[config.mk]
export PLATFORM = sky130hd
export DESIGN_NAME = mux_n_rr_reg
export DESIGN_NICKNAME = d
export VERILOG_FILES = /design/src/rtl/mux_n_rr_reg.sv
export SDC_FILE = /design/constraint.sdc
export NUM_CORES = 1
export LEC_CHECK = 0
export CAP_MARGIN = 20
export CORE_MARGIN = 1.5
export CORE_UTILIZATION = 41
export CTS_BUF_LIST = sky130_fd_sc_hd__clkbuf_16
export DETAILED_ROUTE_END_ITERATION = 8
export PLACE_DENSITY_LB_ADDON = 0.2
export SLEW_MARGIN = 30
export SYNTH_ARGS = -nofsm -noshare
export SYNTH_HDL_FRONTEND = slang
export SYNTH_SLANG_ARGS = --single-unit
[constraint.sdc]
create_clock -name Clk -period 5.38 [get_ports Clk]
set_input_delay 1.076 -clock Clk [delete_from_list [all_inputs] [get_ports Clk]]
set_output_delay 1.076 -clock Clk [all_outputs]
set_load 0.005 [all_outputs]
[src/rtl/mux_n_rr_reg.sv]
// rtl/mux_n_rr_reg.sv - N-channel valid/ready mux with direct or round-robin select into a registered output
// Optional build macro: MUX_CHAN_TAG_EN (Out_Chan reports the source channel of Out_Data).
module mux_n_rr_reg #(
    parameter int WIDTH  = 32,
    parameter int NUM_IN = 4,
    parameter int SEL_W  = 2
) (
    input  logic                    Clk,
    input  logic                    Rst_n,
    input  logic                    Mode,
    input  logic [SEL_W-1:0]        Sel,
    input  logic [NUM_IN*WIDTH-1:0] In_Data,
    input  logic [NUM_IN-1:0]       In_Valid,
    output logic [NUM_IN-1:0]       In_Ready,
    output logic [WIDTH-1:0]        Out_Data,
    output logic                    Out_Valid,
    input  logic                    Out_Ready,
    output logic [SEL_W-1:0]        Out_Chan
);

    logic [SEL_W-1:0] last;
    logic [SEL_W-1:0] grant;
    logic             grant_ok;
    logic             sel_valid;
    logic [WIDTH-1:0] sel_data;
    logic             free;
    logic             transfer;

    assign free     = !Out_Valid || Out_Ready;
    assign transfer = grant_ok && free && sel_valid && Rst_n;

    // Round-robin search starts one past the last granted channel and wraps.
    always_comb begin
        int idx;
        idx      = 0;
        grant    = '0;
        grant_ok = 1'b0;
        if (!Mode) begin
            grant    = Sel;
            grant_ok = (int'(Sel) < NUM_IN);
        end else begin
            for (int k = 1; k <= NUM_IN; k++) begin
                idx = (int'(last) + k) % NUM_IN;
                for (int i = 0; i < NUM_IN; i++) begin
                    if (!grant_ok && (i == idx) && In_Valid[i]) begin
                        grant    = SEL_W'(i);
                        grant_ok = 1'b1;
                    end
                end
            end
        end
    end

    always_comb begin
        sel_valid = 1'b0;
        sel_data  = '0;
        In_Ready  = '0;
        for (int i = 0; i < NUM_IN; i++) begin
            if (grant_ok && (grant == SEL_W'(i))) begin
                sel_valid   = In_Valid[i];
                sel_data    = In_Data[i*WIDTH +: WIDTH];
                In_Ready[i] = free && Rst_n;
            end
        end
    end

    always_ff @(posedge Clk) begin
        if (!Rst_n) begin
            Out_Valid <= 1'b0;
            Out_Data  <= '0;
            last      <= SEL_W'(NUM_IN - 1);
        end else if (transfer) begin
            Out_Valid <= 1'b1;
            Out_Data  <= sel_data;
            if (Mode) begin
                last <= grant;
            end
        end else if (Out_Ready) begin
            Out_Valid <= 1'b0;
        end
    end

`ifdef MUX_CHAN_TAG_EN
    logic [SEL_W-1:0] chan_q;

    always_ff @(posedge Clk) begin
        if (!Rst_n) begin
            chan_q <= '0;
        end else if (transfer) begin
            chan_q <= grant;
        end
    end

    assign Out_Chan = chan_q;
`else
    assign Out_Chan = '0;
`endif

endmodule
==> results.md <==
- Status: finished clean
- Storage cell area: 701 µm²
- Critical Path Slowest Stage Cell: clkdlybuf4s50_1
- Worst path max stage delay: 0.58 ns
- Syn-to-layout area delta: 65.7%
- Starting Density: 0.422
- Reg2Reg Capture Point: Out_Data[28]
- Num CTS Buffers: 5
- Wire length per cell: 16.6 µm
- Post-DP HPWL: around 7400 µm
- Num Clock Sinks: 35
- Clk_lat worst skew: about 0.28 ns
- Clock network fraction of design power: 0.263
- Max cap viols: 0
- Die area: between 0.007 and 0.008 mm²
- Vias in the first global route: 3307
- R2R Setup Slk: approximately 2.4 ns
- Total Nets Final: 663
- Antenna diodes: 0
- Worst EP arrival: approximately 3.6 ns
- Hold slack: around 0.45 ns
- Mapped Area: ~0.0029 mm²
- Pint: a little over 0.0007 W
- Die W: roughly 86 µm
- Postcts setup bufs: 0
- Comb power frac: 0.432
- Clock root buffer: clkbuf_16
- Core area: between 0.006 and 0.007 mm²
- P per Cell Area: 217 mW/mm²
- Global-route wire length before repair: 15900 µm
- P_sw: between 0.0003 and 0.0004 W
- Worst path bufs/invs: 2
- Yosys cell types: 36
- Number of vias per cell: 5.65
- Hold-fix buffers, CTS: 0
- Fin. Hold Viols: 0
- Setup TNS: 0 ns
- Remaining antenna violation count after routing: 0
- Post-synth top area share: 0.246
- Buffers on Ports: about 170
- Switching Share: 0.313
- Synth async-reset ratio: 0
- Share of layout cells above drive strength 1: 0.0419
- Avg Inst Size Synth: ~7.7 µm²
- Final Non-Filler Cells: just over 600
- Initial antenna violation count: 0
- Commonest cells in the netlist: 58 x mux2i_1, 53 x nor2_1, 35 x dfxtp_1, 26 x o22ai_1, 25 x nand2_1
- All-Layer GR Usage: 0.267
- WL final: about 10000 µm
- CP max FO: 9
- CP Class: in -> out
- Post_cts resized: 0
- Die height: just under 90 µm
- CTS HTree Levels: 2
- Startpoint Class: input pin
- IO Pins: between 150 and 200
- Number of core rows: 30
- Grt total ovfl: 0
- Crit path time final: 4.66 ns
- Lkg Pwr: between 1.5 and 2 nW
- Post-synthesis sequential area ratio: 0.246
- Largest cells by area after synthesis: dfxtp_1 25%, mux2i_1 20%, nor2_1 7.0%
- Req. time, crit path: between 4 and 5 ns
- F_max: 215 MHz
- Hold Crit Class: reg -> reg
- Hold Path Depth: 2
- Rel. slew slack: 0.516
- Cell total after placement: around 600
- Cell count after synthesis: between 300 and 400
- Synth Register Bits: 35
- Hold path endpoint: Out_Data[16]
- FF-to-FF Start: last[1]
- CTS tree: built
- Depth of the worst register-to-register path: 8
- Post-synth EDFFs: 0
- Slew Limit Fails: 0
- Final period utilization: 0.866
- Setup Viol. Count Final: 0
- Yosys Warn Count: 0
- Setup repair after global routing missed its margin: no
- DR pass1 iterations: 4
- # fillers: between 500 and 600
- Hold_sp: Out_Data[16]
- Top-count cell post-synth: mux2i_1
- Footprint of the multi-input gates: 0.00199 mm²
- Clock transition at path regs: about 0.050 ns
- Clock buffer depth: 2
- Largest net degree at the start of global routing: 41
- Initial drt markers: 173
- Worst-margin pin slew: approximately 0.73 ns
- Sequential share of power: 0.305
- Total number of vias: between 3000 and 4000
- Worst setup EP type: output pin
- Top_reg_cell synth: dfxtp_1
- Yosys top cell by area: dfxtp_1
- CP Cell Sequence: clkdlybuf4s50_1 > mux2_4 > a221oi_4 > nand3_1 > o21ai_0 > nor3_1 > clkdlybuf4s50_1
- Worst IR Drop VDD: 0.111 mV
- RD Place Congestion: between 0.8 and 0.9
- CP top delay family: buffers and inverters
- Setup Skew: roughly 0.0029 ns
- # DRC: 0
- Cell mode on critical path: clkdlybuf4s50_1
worst min-delay path, stage by stage, from the launching register on:
cell,delay [ns]
dfxtp_1,0.31
nand2_1,0.05
a21boi_1,0.05
sequential cells by signal, summed over array words and instances (netlist names):
| register | flops |
|---|---|
| last | 2 |
| Out_Data | 32 |
| Out_Valid | 1 |
power groups by stage:
stage | registers (W) | logic (W) | clock network [W]
after global placement | 0.000315 | 0.000436 | 0
final | 0.000312 | 0.000442 | 0.000270
after detailed placement | 0.000316 | 0.000440 | 0
after global routing | 0.000316 | 0.000478 | 0.000284
after floorplan | 0.000316 | 0.000223 | 0
after CTS | 0.000312 | 0.000443 | 0.000273
worst max path at each step:
stage / to / slack [ns] / from / cells after the start
after CTS: In_Ready[1] / 0.75 / In_Valid[3] / 7
after floorplan: In_Ready[0] / 1.81 / In_Valid[1] / 7
after global placement: In_Ready[3] / 0.79 / In_Valid[3] / 7
after global routing: In_Ready[1] / 0.56 / Mode / 7
after detailed placement: In_Ready[1] / 0.75 / In_Valid[3] / 7
final: In_Ready[1] / 0.72 / In_Valid[3] / 7
layout by cell type, fill, tap and decap left out, types with 3 or more instances in the layout:
cell type and n:
o21ai_1 9, nor4_1 8, nand3_1 14, o21ai_0 19, a211oi_1 14, dfxtp_1 35, nor2b_1 3, clkbuf_16 5
a21boi_0 3, nor2_1 53, a21oi_1 10, clkdlybuf4s50_1 174, o211ai_1 8, a21boi_1 6, nand2_1 25, nor3b_1 14
nor3_1 4, mux2i_1 58, a211o_1 7, buf_4 7, o22ai_1 26, inv_1 3
stage by stage:
step                total power (W)  utilization  instance area (µm²)  setup WS (ns)
global route                0.00108        0.700                 4730          0.561
detailed placement         0.000756        0.680                 4590          0.750
global placement           0.000750        0.680                 4590          0.788
CTS                         0.00103        0.700                 4730          0.751
floorplan                  0.000539            -                 2860           1.81
finish                      0.00102        0.700                 4730          0.718
cell families (layout without fill, tap and decap cells):
kind of cell,after synthesis,in the layout,share of synthesized area
simple gates,126,126,0.211
compound gates,112,112,0.268
mux,59,59,0.209
buf+inv,38,191,0.0654
flops,35,35,0.246
other cells,1,2,0.00131
layer usage:
metal / global-route usage / vias up / share of wire
met5: 0 / - / 0
met1: 0.332 / 1561 / 0.41
met2: 0.450 / 161 / 0.49
met3: 0.0590 / 12 / 0.082
li1: - / 1684 / -
met4: 0.103 / 0 / 0.016
layout make-up:
type / instances / area share
clock inverters: 2 / 0.00185
well taps: 80 / 0.0212
multi-input cells: 299 / 0.420
clock buffers: 5 / 0.0265
repair buffers: 181 / 0.379
flip-flops and latches: 35 / 0.148
inverters: 3 / 0.00238
Power figures use the tool's default switching activity.
